## src/rtl/point_config_if.sv

```systemverilog
// Configuration/geometry bundle between the stage sequencer and its neighbours.
// With POINT_CONFIG_DONE_EN defined the bundle also carries o_done.
interface point_config_if;
   logic [2:0] i_point_configuration;
   logic       i_working;
   logic       o_new_stage_trigger;
   logic [9:0] o_calcs_per_group;
   logic [7:0] o_stride_index_offset;
   logic [9:0] o_stride;
   logic [7:0] o_group_offset;
`ifdef POINT_CONFIG_DONE_EN
   logic       o_done;
`endif

   modport master (
      output i_point_configuration, i_working,
      input  o_new_stage_trigger, o_calcs_per_group, o_stride_index_offset,
             o_stride, o_group_offset
`ifdef POINT_CONFIG_DONE_EN
      , input o_done
`endif
   );

   modport slave (
      input  i_point_configuration, i_working,
      output o_new_stage_trigger, o_calcs_per_group, o_stride_index_offset,
             o_stride, o_group_offset
`ifdef POINT_CONFIG_DONE_EN
      , output o_done
`endif
   );
endinterface

```

## src/rtl/point_config.sv

```systemverilog
// Stage/group/butterfly sequencer for a radix-2 transform of N = 4 << cfg points.
// Optional o_done output is enabled with POINT_CONFIG_DONE_EN.
module point_config #(
   parameter int unsigned DELAY = 6
) (
   input  logic          clk,
   input  logic          i_resetn,
   point_config_if.slave bus
);

   typedef enum logic [1:0] {IDLE, RUN, DRAIN, DONE} state_t;

   localparam logic [7:0] DRAIN_LAST = 8'((DELAY > 0) ? DELAY - 1 : 0);

   state_t     state_q, state_d;
   logic [2:0] cfg_q, cfg_d;
   logic [3:0] stage_q, stage_d;
   logic [7:0] cnt_q, cnt_d;
   logic [9:0] stride_q, stride_d;
   logic [9:0] calcs_q, calcs_d;
   logic [7:0] j_q, j_d;
   logic [7:0] g_q, g_d;
   logic       trig_q, trig_d;
   logic       advance;
   logic       last_j;
   logic       last_g;
   logic [8:0] groups_m1;

   assign groups_m1 = (9'd1 << stage_q) - 9'd1;
   assign last_j    = ({2'b00, j_q} == (calcs_q - 10'd1));
   assign last_g    = ({1'b0, g_q} == groups_m1);

   always_comb begin
      state_d  = state_q;
      cfg_d    = cfg_q;
      stage_d  = stage_q;
      cnt_d    = cnt_q;
      stride_d = stride_q;
      calcs_d  = calcs_q;
      j_d      = j_q;
      g_d      = g_q;
      trig_d   = 1'b0;
      advance  = 1'b0;

      if (!bus.i_working) begin
         state_d  = IDLE;
         cfg_d    = '0;
         stage_d  = '0;
         cnt_d    = '0;
         stride_d = '0;
         calcs_d  = '0;
         j_d      = '0;
         g_d      = '0;
      end else begin
         unique case (state_q)
            IDLE: begin
               cfg_d    = bus.i_point_configuration;
               stage_d  = '0;
               cnt_d    = '0;
               stride_d = 10'd4 << bus.i_point_configuration;
               calcs_d  = 10'd2 << bus.i_point_configuration;
               j_d      = '0;
               g_d      = '0;
               state_d  = RUN;
            end
            RUN: begin
               if (last_j) begin
                  j_d = '0;
                  if (last_g) begin
                     if (DELAY == 0) begin
                        advance = 1'b1;
                     end else begin
                        state_d = DRAIN;
                        cnt_d   = '0;
                     end
                  end else begin
                     g_d = g_q + 8'd1;
                  end
               end else begin
                  j_d = j_q + 8'd1;
               end
            end
            DRAIN: begin
               if (cnt_q == DRAIN_LAST) advance = 1'b1;
               else                     cnt_d   = cnt_q + 8'd1;
            end
            DONE: begin
               j_d = '0;
               g_d = '0;
            end
            default: state_d = IDLE;
         endcase

         // Last stage index is S-1 = cfg+1; the final pulse marks completion, not a new stage.
         if (advance) begin
            trig_d = 1'b1;
            cnt_d  = '0;
            j_d    = '0;
            g_d    = '0;
            if (stage_q < ({1'b0, cfg_q} + 4'd1)) begin
               stage_d  = stage_q + 4'd1;
               stride_d = stride_q >> 1;
               calcs_d  = calcs_q >> 1;
               state_d  = RUN;
            end else begin
               state_d = DONE;
            end
         end
      end
   end

   always_ff @(posedge clk or negedge i_resetn) begin
      if (!i_resetn) begin
         state_q  <= IDLE;
         cfg_q    <= '0;
         stage_q  <= '0;
         cnt_q    <= '0;
         stride_q <= '0;
         calcs_q  <= '0;
         j_q      <= '0;
         g_q      <= '0;
         trig_q   <= 1'b0;
      end else begin
         state_q  <= state_d;
         cfg_q    <= cfg_d;
         stage_q  <= stage_d;
         cnt_q    <= cnt_d;
         stride_q <= stride_d;
         calcs_q  <= calcs_d;
         j_q      <= j_d;
         g_q      <= g_d;
         trig_q   <= trig_d;
      end
   end

   assign bus.o_new_stage_trigger   = trig_q;
   assign bus.o_calcs_per_group     = calcs_q;
   assign bus.o_stride_index_offset = j_q;
   assign bus.o_stride              = stride_q;
   assign bus.o_group_offset        = g_q;

`ifdef POINT_CONFIG_DONE_EN
   logic done_q, done_d;

   assign done_d = (state_d == DONE);

   always_ff @(posedge clk or negedge i_resetn) begin
      if (!i_resetn) done_q <= 1'b0;
      else           done_q <= done_d;
   end

   assign bus.o_done = done_q;
`endif

endmodule

```

## src/flat_wrapper.sv

```systemverilog
// flat-port wrapper written by rule: the top's interface ports become plain ports
module point_config_flat 
#(
   parameter int unsigned DELAY = 6
)
  (clk, i_resetn, bus_i_point_configuration, bus_i_working, bus_o_new_stage_trigger, bus_o_calcs_per_group, bus_o_stride_index_offset, bus_o_stride, bus_o_group_offset);
  point_config_if bus_i ();
  input  logic clk;
  input  logic i_resetn;
  input wire logic [$bits(bus_i.i_point_configuration)-1:0] bus_i_point_configuration;
  input wire logic [$bits(bus_i.i_working)-1:0] bus_i_working;
  output wire logic [$bits(bus_i.o_new_stage_trigger)-1:0] bus_o_new_stage_trigger;
  output wire logic [$bits(bus_i.o_calcs_per_group)-1:0] bus_o_calcs_per_group;
  output wire logic [$bits(bus_i.o_stride_index_offset)-1:0] bus_o_stride_index_offset;
  output wire logic [$bits(bus_i.o_stride)-1:0] bus_o_stride;
  output wire logic [$bits(bus_i.o_group_offset)-1:0] bus_o_group_offset;
  assign bus_i.i_point_configuration = bus_i_point_configuration;
  assign bus_i.i_working = bus_i_working;
  assign bus_o_new_stage_trigger = bus_i.o_new_stage_trigger;
  assign bus_o_calcs_per_group = bus_i.o_calcs_per_group;
  assign bus_o_stride_index_offset = bus_i.o_stride_index_offset;
  assign bus_o_stride = bus_i.o_stride;
  assign bus_o_group_offset = bus_i.o_group_offset;
  point_config #(.DELAY(DELAY)) u_core (.clk(clk), .i_resetn(i_resetn), .bus(bus_i));
endmodule
```

## config.mk

```make
export PLATFORM = sky130hd
export DESIGN_NAME = point_config_flat
export DESIGN_NICKNAME = d
export VERILOG_FILES = /design/src/rtl/point_config_if.sv /design/src/rtl/point_config.sv /design/src/flat_wrapper.sv
export SDC_FILE = /design/constraint.sdc
export NUM_CORES = 1
export LEC_CHECK = 0
export BUFFER_PORTS_ARGS = -buffer_cell sky130_fd_sc_hd__buf_2
export CORE_MARGIN = 5
export CORE_UTILIZATION = 55
export DETAILED_ROUTE_END_ITERATION = 10
export PLACE_DENSITY = 0.78
export SYNTH_ARGS = -nofsm -noshare
export SYNTH_HDL_FRONTEND = slang
export SYNTH_SLANG_ARGS = --single-unit
export TNS_END_PERCENT = 1
```

## constraint.sdc

```tcl
create_clock -name clk -period 9.3 [get_ports clk]
set_input_delay 0.93 -clock clk [delete_from_list [all_inputs] [get_ports clk]]
set_output_delay 0.93 -clock clk [all_outputs]
set_load 0.1 [all_outputs]
```

==> results of run 1 <==
-- where the power goes --
group | internal (mW) | switching, mW
combinational | 0.0237 | 0.0685
sequential | 0.240 | 0.00799
clock | 0.0616 | 0.0816
-- sequential cells by signal (all words and copies together), names as in the netlist, 2 cells and up --
signal,cells
u_core.bus.o_calcs_per_group,10
u_core.bus.o_group_offset,8
u_core.bus.o_stride,10
u_core.bus.o_stride_index_offset,8
u_core.cfg_q,3
u_core.cnt_q,8
u_core.stage_q,4
u_core.state_q,2
-- cell type report --
class | count | area (sq um) | area share
clock buffers | 6 | 82.6 | 0.0210
clock inverters | 2 | 16.3 | 0.00414
inverters | 17 | 63.8 | 0.0162
multi-input cells | 318 | 2100 | 0.535
flip-flops and latches | 54 | 1350 | 0.344
well taps | 77 | 96.3 | 0.0245
repair buffers | 43 | 218 | 0.0554
-- cells by family after synthesis --
group / after synthesis / synth area share
AND/OR/NAND/NOR: 168 / 0.255
AO/OA/AOI/OAI: 106 / 0.195
multiplexers: 5 / 0.0138
buffers and inverters: 43 / 0.0506
flip-flops: 54 / 0.372
adder cells (fa/ha/maj): 19 / 0.0654
XOR/XNOR: 20 / 0.0482
-- path summary, 6_finish.rpt --
check,start,to,depth (start not counted)
min in group asynchronous,i_resetn,u_core.bus.o_stride[5],2
max in group asynchronous,i_resetn,u_core.bus.o_group_offset[5],2
max,u_core.stage_q[0],u_core.bus.o_group_offset[3],12
max reg2reg,u_core.stage_q[0],u_core.bus.o_group_offset[3],12
min,u_core.cnt_q[7],u_core.cnt_q[7],1
min reg2reg,u_core.cnt_q[7],u_core.cnt_q[7],1
-- critical path: cells and delay by family, from the launching register on --
kind	cells	cell delay, ns
buffers and inverters	1	0.10
adders and majority gates	2	0.66
DFF	1	0.45
AOI/OAI and AO/OA	4	1.36
and+or+nand+nor	5	1.13
-- routing by layer --
layer | up-vias | share of wire | GRT usage
met4 | 0 | 0.016 | 0.0465
met3 | 15 | 0.038 | 0.0231
met5 | - | 0 | 0
met2 | 77 | 0.49 | 0.334
met1 | 1555 | 0.45 | 0.283
li1 | 1556 | - | -
-- cells in the final DEF, fill, tap and decap left out, types with 2 or more instances in the layout --
cell type	count
a211oi_1	11
a21o_1	2
a21oi_1	24
a22o_1	2
a311oi_1	5
a31oi_1	14
and2_1	2
and3_1	9
and3b_1	2
buf_2	42
clkbuf_8	6
dfrtp_1	54
ha_1	19
inv_1	16
mux2i_1	5
nand2_1	36
nand2b_1	17
nand3_1	15
nand3b_1	2
nand4_1	7
nand4b_1	3
nor2_1	34
nor2b_1	6
nor3_1	11
nor3b_1	6
nor4_1	3
nor4_4	2
o2111ai_1	2
o211ai_1	6
o21a_1	2
o21ai_0	17
o21ai_1	2
o311ai_1	2
o31ai_1	3
or3_1	4
or4b_1	3
xnor2_1	13
xor2_1	7
-- metrics by stage --
step           instances  utilization  power [mW]
2_1_floorplan        415            -       0.324
3_3_place_gp         509        0.600       0.343
3_5_place_dp         509        0.600       0.344
4_1_cts              517        0.615       0.488
5_1_grt              517        0.615       0.507
6_report             517        0.615       0.483
==> results, run 1 <==
- The flow ran to the end, and the final reports show no timing, DRC or antenna violations.
- For this run, the register share of the synthesized area comes to 0.372.
- At the pin with the least slew margin, the transition time is about 1.1 ns.
- STA classifies the critical path startpoint as a register.
- The commonest cells after synthesis are dfrtp_1, nand2_1, nor2_1.
- The cell that appears most often on the critical path is ha_1.
- In the final design database the tool counted between 400 and 500 nets.
- The number of buffers inserted to repair setup after CTS is 0.
- Walking the worst path, the cells encountered are inv_1 -> ha_1 -> nand2_1 -> ha_1 -> or4b_1 -> a221oi_2 -> nor3_1 -> nor4_4 -> nand2_2 -> a31oi_1 -> o211ai_1 -> o31ai_1.
- The smallest hold slack is roughly 0.50 ns.
- Setup repair after global routing left no endpoint under its margin.
- Of all nets on the critical path, the largest fanout is 15.
- Clock tree synthesis inserted a total of 5 buffers.
- TritonCTS built the clock tree.
- When the netlist entered floorplanning its net count stood at 440.
- The area enclosed by the die boundary is about 0.0083 sq mm.
- The number of enable-type register cells in the synthesized netlist is 0.
- For the final database, setup skew stands at roughly 0.0099 ns.
- The repair_antennas step left the layout with diodes totalling 0.
- The remaining antenna violation count is 0.
- In this run the tool buffered the top-level ports with between 40 and 50 buffer cells.
- By area the synthesized netlist is led by dfrtp_1, ha_1, nand2_1, nor2_1, a21oi_1.
- The region available for standard cell placement spans ~0.0064 sq mm.
- In this run the tightest slew margin relative to its limit is 0.289.
- The slowest stage of the critical path is the a31oi_1 cell.
- Static timing analysis puts the maximum clock frequency at roughly 260 MHz.
- The number of clock sinks seen by CTS is 54.
- The number of max-cap violations is 0.
- The effective utilization at floorplan is 0.569.
- The I/O pin count is 43.
- Clock latency on the worst-skew pair, taken at its later pin, is between 0.3 and 0.4 ns.
- The class of the most critical setup path is register to register.
- Data arrives at the worst endpoint at 4.04 ns.
- The number of synthesis warnings is 0.
- The period utilization is 0.412.
- After filler insertion, the fill cell instance count of the layout stands at around 560.
- The first global-routing pass estimated roughly 14,000 microns of wire.
- The library cell with the largest summed area after synthesis is dfrtp_1.
- The cell sitting at the root of the clock tree is a clkbuf_8.
- The number of buffers on the longest clock path is 2.
- The placed instance area is 0.00383 sq mm.
- IR analysis of the VDD net gives a maximum drop of 0.0977 mV.
- The half-perimeter wire length after placement is ~5800 microns.
- The die is a little over 90 microns tall.
- The static leakage power is roughly 1.8 nW.
- For this run, design rule violations remaining after detail routing come to 0.
- In this run the horizontal extent of the chip is between 90 and 100 microns.
- Timing analysis after detailed placement gives a worst setup slack of approximately 5.6 ns.
- The initial antenna violation count is 0.
- The via count is 3,203.
- The post-synthesis area per instance is roughly 9 sq um.
- The initialized floorplan defines 29 standard-cell rows.
- Setup violations remaining at the end of the flow were counted as 0.
- The number of global-route vias before repair came to a little over 3k.
- The clock period minus final worst setup slack is around 3.8 ns.
- The final max-slew violation count came to 0.
- The hold violation count in the final report is 0.
- After routing, the total negative slack on setup checks comes to 0 ns.
- In the routed layout, each cell is associated on average with a via count of 6.20.
- The congestion estimate from routability-driven global placement came to around 0.86.
- The share of Yosys cell area claimed by the top area cell type is 0.372.
- The class of the tightest hold or removal check is register to register.
- The post-cts hold buffer count is 0.
- dfrtp_1 is the most common cell in the netlist.
- Summing every instance area after synthesis gives around 0.0036 sq mm.
- The synthesized netlist cell count is 415.
- The first-pass detailed-route iteration total is 4.
- Entering global routing, the biggest net connects 55 pins.
- The post-cts resize count is 0.
- The fraction of final layout cells with drive strength greater than 1 is 0.134.
- The number of design-rule violations left by the first detailed-router iteration is 152.
- The number of H-tree levels is 2.
- The routed design has ~8400 microns of wire.
- The total global-route track usage is 0.201.
- The total congestion overflow is 0.
- The area growth from synthesis to layout is 8.06%.
- Across all register-to-register paths, the minimum setup slack is roughly 5.5 ns.
- Yosys mapped the design onto slightly above 60 distinct sky130hd cell types.
- The delay of the slowest cell on the worst path is 0.76 ns.
- The clock transition at the registers of the reported paths is 0.11 ns.
- For the worst setup path, the data required time is 9.50 ns.
- The async set or reset register ratio after synthesis is 1.00.
- The worst setup slack after layout is 5.47 ns.
- Synthesis inferred 54 register bits.
- Dividing the detail-routed wire length by the instance count gives 16.2 microns.
- The ratio of total power to cell area is 123 mW/mm^2.
- The most frequently used flop master after synthesis is dfrtp_1.
- The critical path endpoint category is a register.
- Once layout is done, the placed cells without fillers occupy roughly 0.0039 sq mm.
Note: power is estimated with default switching activity, not from simulation.
==> run 2: changes to the inputs <==
Settings changed: CORE_UTILIZATION 55 to 53.
Clock period 9.3 ns to 3.2 ns, I/O delays scaled along.
==> results, run 2 (synthesized netlist as in run 1, its figures left out) <==
- The average via count per standard cell came to 6.15 (-0.80%).
- The slowest library cell on the worst path is or4b_1.
- The detailed-route wire length per cell is 15.9 microns (-2.0%).
- The area enclosed by the die boundary is 0.00861 sq mm (+3.3%).
- The synthesis-to-layout area growth is 11.6%.
- The total congestion overflow is 0 (unchanged).
- The sum of internal, switching and leakage power is 1.39 mW (+190%).
- The half-perimeter wire length after placement is 6240 microns (+6.9%).
- The hold violation count in the final report is 0 (unchanged).
- The total global-route track usage is 0.208 (+0.00683).
- The pin count of the biggest net entering global routing is 35 (-36%).
- The final-report setup violation count is 0 (unchanged).
- The clock transition at the registers of the reported paths was 0.11 ns (about the same).
- The area of the core is 0.00672 sq mm (+5.2%).
- The delay of the slowest cell on the worst path is 0.46 ns (-0.30 ns).
- The class of the tightest hold or removal check is input pin to async pin.
- The number of clock sinks seen by CTS is 54 (unchanged).
- The peak clock frequency supported by timing is 330 MHz (+27%).
- The top cell types in the final layout, fill and taps aside, are dfrtp_1, buf_2, nand2_1.
- The final max-slew violation count is 0 (unchanged).
- The post-route DRC violation count was 0 (unchanged).
- The relative slew slack was 0.482 (+0.194).
- The total area of multi-input combinational cells is 0.00212 sq mm (+0.77%).
- The horizontal die dimension is 92.8 microns (+1.7%).
- STA classifies the critical path endpoint as a register.
- The y dimension of the die is 92.8 microns (+1.7%).
- The launching element type of the critical path is a register.
- The critical path goes through inv_1 -> ha_1 -> nand2_1 -> ha_4 -> or4b_1 -> a221oi_2 -> nor3_1 -> nor4_4 -> nand4bb_2 -> nand3_2 -> a21o_2 -> mux2i_1.
- The fraction of final layout cells with drive strength greater than 1 is 0.174 (+0.0395).
- The net load switching power is 0.460 mW (+190%).
- The period utilization was 0.947 (+0.534).
- The insertion delay to the later sink of the worst-skew pair was 0.32 ns (about the same).
- The ratio of total power to cell area was 342 mW/mm^2 (+180%).
- The maximum VDD drop came to 0.299 mV (+210%).
- The share of total power consumed by net switching was 0.331 (+0.00425).
- The number of diodes is 0 (unchanged).
- The final RePlAce weighted congestion is 0.810 (-5.5%).
- The number of global-route vias before repair came to 3,157 (+2.5%).
- The effective utilization at floorplan was 0.541 (-0.0282).
- The setup clock skew after layout came to 0.0163 ns (+0.00640 ns).
- The number of H-tree levels is 2 (unchanged).
- The number of max-cap violations came to 0 (unchanged).
- The highest fanout seen on the critical path is 8 (-7).
- The total negative setup slack is 0 ns (unchanged).
- The endpoint required time on the critical path is 3.43 ns (-6.07 ns).
- The via count is 3,288 (+2.7%).
- The clock tree from TritonCTS is done.
- Leaving out fill and tap cells, the most frequent cell in the layout is dfrtp_1.
- The clock period minus final worst setup slack came to 3.03 ns (-0.805 ns).
- The footprint of the flip-flops and latches is 0.00135 sq mm (+0.19%).
- CTS placed an instance of clkbuf_8 at the clock tree root.
- The floorplan row count is 30 (+3.4%).
- The proportion of power drawn by flip-flops and latches is 0.518 (+0.005).
- The initial antenna violation count is 0 (unchanged).
- The number of design-rule violations left by the first detailed-router iteration is 129 (-15%).
- The remaining antenna violation count is 0 (unchanged).
- The first-pass GRT wire length is 14,800 microns (+2.6%).
- The I/O pin count is 43 (unchanged).
- The slew at the pin closest to its max-slew limit came to 0.776 ns (-0.290 ns).
- The arrival time reported for the critical path endpoint is 3.26 ns (-0.78 ns).
- The total of fill cells in the finished design was 595 (+7.0%).
- The class of the most critical setup path is register to register.
- The utilization after layout was 0.604 (-0.0115).
- The final wirelength is 8520 microns (+1.4%).
- The internal power of the cells is 0.928 mW (+190%).
- The part of the power in combinational logic came to 0.205 (+0.014).
- The fraction of power consumed by the clock network came to 0.277 (-0.019).
- The number of buffers on the longest clock path is 2 (unchanged).
- The number of I/O port buffers was 42 (unchanged).
- The first-pass detailed-route iteration total is 4 (unchanged).
- The run finished with clean final reports.
- The static leakage power was 1.85 nW (+3.7%).
- The layout net count came to 480 (+3.4%).
- The number of buffers added by the clock tree synthesis step is 5 (unchanged).
==> run 2: layout make-up <==
type                       instances  area share
multi-input combinational        318       0.522
sequential                        54       0.334
timing repair buffer              59      0.0833
tap                               80      0.0247
clock buffer                       5      0.0170
inverter                          17      0.0157
clock inverter                     2     0.00370
==> run 2: timing repair <==
item,CTS,global route
hold endpoints to repair,0,0
pin swaps,0,0
hold buffers,0,0
setup buffers,0,1
gates resized for setup,1,4
setup endpoints to repair,1,12
cloned,0,0
==> run 2: layer usage <==
| metal | wire length [microns] | share of wire | vias to the layer above | global-route usage |
|---|---|---|---|---|
| li1 | - | - | 1592 | - |
| met1 | 3790 | 0.44 | 1588 | 0.278 |
| met2 | 4160 | 0.49 | 93 | 0.342 |
| met3 | 422 | 0.050 | 15 | 0.0398 |
| met4 | 147 | 0.017 | 0 | 0.0647 |
| met5 | 0 | 0 | - | 0 |
==> run 2: power groups by stage <==
stage / registers, mW / clock network (mW) / logic [mW]
after global placement: 0.731 / 0 / 0.278
after detailed placement: 0.732 / 0 / 0.286
after floorplan: 0.800 / 0 / 0.142
final: 0.719 / 0.385 / 0.285
after global routing: 0.722 / 0.418 / 0.310
after CTS: 0.719 / 0.390 / 0.286
==> run 2: path summary, 6_finish.rpt <==
kind	startpoint	end	slack [ns]	depth (start not counted)
max in group asynchronous	i_resetn	u_core.cnt_q[3]	2.36	2
min reg2reg	u_core.cnt_q[7]	u_core.cnt_q[7]	0.51	1
max	u_core.stage_q[0]	u_core.cnt_q[1]	0.17	12
max reg2reg	u_core.stage_q[0]	u_core.cnt_q[1]	0.17	12
min	i_resetn	u_core.bus.o_stride[5]	0.06	1
min in group clk	bus_i_working	u_core.state_q[1]	0.28	2
==> run 2: through the flow <==
stage | setup WS, ns | hold WS [ns] | std cells | cell area [sq um]
after floorplan | 0.00174 | 0.0244 | 415 | 3640
after global placement | 0.153 | 0.444 | 527 | 3950
after detailed placement | 0.0372 | 0.447 | 527 | 3950
after CTS | 0.0784 | 0.0894 | 534 | 4030
after global routing | -0.00561 | 0.110 | 535 | 4060
final | 0.170 | 0.0609 | 535 | 4060
==> run 2: worst max-delay path: cells and delay by family (launching register included) <==
kind            cells  cell delay [ns]
buf+inv             1             0.09
flops               1             0.43
compound gates      2             0.48
mux                 1             0.21
simple gates        6             1.33
fa+ha+maj           2             0.39
==> run 3: changes to the inputs <==
Settings changed: SETUP_SLACK_MARGIN set to 0.4.
==> results, run 3 (synthesized netlist as in run 1, its figures left out) <==
- The number of buffers added by the clock tree synthesis step was 5 (unchanged).
- The area enclosed by the die boundary came to 0.00861 sq mm (unchanged).
- The clock period minus final worst setup slack is 2.95 ns (-0.0786 ns).
- The average via count per standard cell was 6.17 (+0.45%).
- The slowest stage of the critical path is the or4b_4 cell.
- The routing usage on met3 is 0.0333 (-0.00650).
- The number of design-rule violations left by the first detailed-router iteration came to 160 (+24%).
- The clock tree from TritonCTS is done.
- The placed instance area came to 0.00400 sq mm (+1.3%).
- The peak clock frequency supported by timing came to 339 MHz (+2.7%).
- The highest fanout seen on the critical path is 4 (-4).
- The clock transition at the registers of the reported paths was 0.11 ns (about the same).
- The share of total power consumed by net switching is 0.319 (-0.0125).
- The via count is 3,340 (+1.6%).
- The horizontal die dimension is 92.8 microns (unchanged).
- The met2 capacity usage during global routing is 0.366 (+0.0240).
- The number of H-tree levels is 2 (unchanged).
- The y dimension of the die is 92.8 microns (unchanged).
- The cell repeated most along the worst path is nand2_2.
- The half-perimeter wire length after placement is 6200 microns (-0.77%).
- The initial antenna violation count is 0 (unchanged).
- The area of the core is 0.00672 sq mm (unchanged).
- The insertion delay to the later sink of the worst-skew pair is 0.32 ns (about the same).
- The final cell count without fillers is 541 (+1.1%).
- The delay of the slowest cell on the worst path is 0.47 ns (about the same).
- The hold violation count in the final report was 0 (unchanged).
- The endpoint required time on the critical path is 3.46 ns (+0.03 ns).
- The setup clock skew after layout is 0.0117 ns (-0.00458 ns).
- The final max-slew violation count is 0 (unchanged).
- The arrival time reported for the critical path endpoint is 3.21 ns (-0.05 ns).
- The number of buffers on the longest clock path came to 2 (unchanged).
- Setup repair after global routing could not meet its margin everywhere.
- The final wirelength is 8940 microns (+4.9%).
- The layer flagged by global routing as most heavily used is met2.
- The net load switching power is 0.476 mW (+3.3%).
- The effective utilization at floorplan was 0.541 (unchanged).
- The global routing usage on met1 is 0.285 (+0.00685).
- The number of max-cap violations is 0 (unchanged).
- The synthesis-to-layout area growth is 15.2%.
- The number of diodes is 0 (unchanged).
- The setup slack after placement is 0.0258 ns (-0.0115 ns).
- The total buffers and inverters traversed by the critical path is 1 (unchanged).
- The I/O pin count is 43 (unchanged).
- STA classifies the critical path startpoint as a register.
- The library cell used most frequently in the layout, excluding fill and tap cells, is dfrtp_1.
- The layout net count is 485 (+1.0%).
- The period utilization is 0.922 (-0.0246).
- The class of the tightest hold or removal check is input pin to async pin.
- The number of I/O port buffers is 42 (unchanged).
- The maximum VDD drop is 0.238 mV (-20%).
- The remaining antenna violation count is 0 (unchanged).
- In the layout the commonest cells are dfrtp_1, buf_2, nand2_1.
- The proportion of power drawn by flip-flops and latches is 0.483 (-0.035).
- The total congestion overflow came to 0 (unchanged).
- STA classifies the critical path endpoint as a register.
- The final RePlAce weighted congestion is 0.866 (+6.9%).
- The number of global-route vias before repair came to 3,375 (+6.9%).
- The static leakage power is 1.90 nW (+2.7%).
- The fraction of final layout cells with drive strength greater than 1 was 0.213 (+0.0390).
- The ratio of total power to cell area is 356 mW/mm^2 (+4.0%).
- The floorplan row count is 30 (unchanged).
- The final-report setup violation count was 0 (unchanged).
- The relative slew slack is 0.441 (-0.0418).
- The cell count after placement is 527 (unchanged).
- The buffer type at the clock tree root is clkbuf_8.
- The critical path in this run is classified as register to register.
- The pin count of the biggest net entering global routing is 37 (+5.7%).
- The total negative setup slack is 0 ns (unchanged).
- The first-pass GRT wire length is 15,600 microns (+6.0%).
- The worst setup slack after layout was 0.249 ns (+0.0786 ns).
- The final design instance area without fill is 0.00419 sq mm (+3.3%).
- The post-route DRC violation count is 0 (unchanged).
- The number of clock sinks seen by CTS is 54 (unchanged).
- The first-pass detailed-route iteration total was 4 (unchanged).
- The detailed-route wire length per cell was 16.5 microns (+3.8%).
- The signal on the critical path passes through inv_2 -> ha_2 -> nand2_2 -> ha_4 -> or4b_4 -> a221oi_4 -> nor3_2 -> nor4_4 -> nand2_2 -> a21oi_2 -> or4b_1 -> nand2_1.
- The fraction of power consumed by the clock network is 0.323 (+0.046).
- The post-cts hold buffer count is 0 (unchanged).
- The slew at the pin closest to its max-slew limit is 0.839 ns (+0.0627 ns).
- The total global-route track usage came to 0.222 (+0.0139).
- The largest delay contributor family on the critical path is simple AND/OR/NAND/NOR gates.
- The part of the power in combinational logic was 0.193 (-0.012).
- The smallest hold slack is 0.0811 ns (+0.0202 ns).
- The internal power of the cells came to 1.02 mW (+9.4%).
- The run finished with clean final reports.
==> run 3: power by group through the flow <==
stage | Sequential (mW) | Clock (mW) | Combinational, mW
after global routing | 0.723 | 0.512 | 0.316
after floorplan | 0.800 | 0 | 0.143
final | 0.721 | 0.482 | 0.288
after CTS | 0.720 | 0.486 | 0.289
after global placement | 0.732 | 0 | 0.280
after detailed placement | 0.733 | 0 | 0.286
==> run 3: final timing paths <==
kind,from,to,slack (ns),depth (start not counted)
worst max-delay path,u_core.stage_q[1],u_core.bus.o_group_offset[6],0.25,12
worst min-delay path,i_resetn,u_core.bus.o_stride[8],0.08,1
min in group clk,bus_i_working,u_core.state_q[1],0.27,2
worst min register to register,u_core.cnt_q[7],u_core.cnt_q[7],0.51,1
worst max register to register,u_core.stage_q[1],u_core.bus.o_group_offset[6],0.25,12
max in group asynchronous,i_resetn,u_core.cnt_q[6],2.35,2
==> run 3: what timing repair did <==
item / in CTS / in global routing
setup buffers: 6 / 0
gates cloned: 0 / 0
resized for setup: 7 / 0
setup endpoints to repair: 18 / 18
pin swaps: 7 / 0
==> run 3: final cells by class <==
type                    instances  area (sq um)
repair buffers                 64           375
well taps                      80           100
fillers                       570          2530
multi-input cells             318          2180
flip-flops and latches         54          1360
clock inverters                 3          43.8
clock buffers                   5          68.8
inverters                      17          63.8
==> run 3: stage by stage <==
step	total power [mW]	utilization
5_1_grt	1.55	0.623
3_3_place_gp	1.01	0.595
2_1_floorplan	0.943	-
6_report	1.49	0.623
4_1_cts	1.49	0.623
3_5_place_dp	1.02	0.595
==> run 3: per-layer routing <==
metal,vias to the layer above,part of all wire
li1,1598,-
met4,0,0.035
met5,-,0
met1,1620,0.44
met3,29,0.039
met2,93,0.49
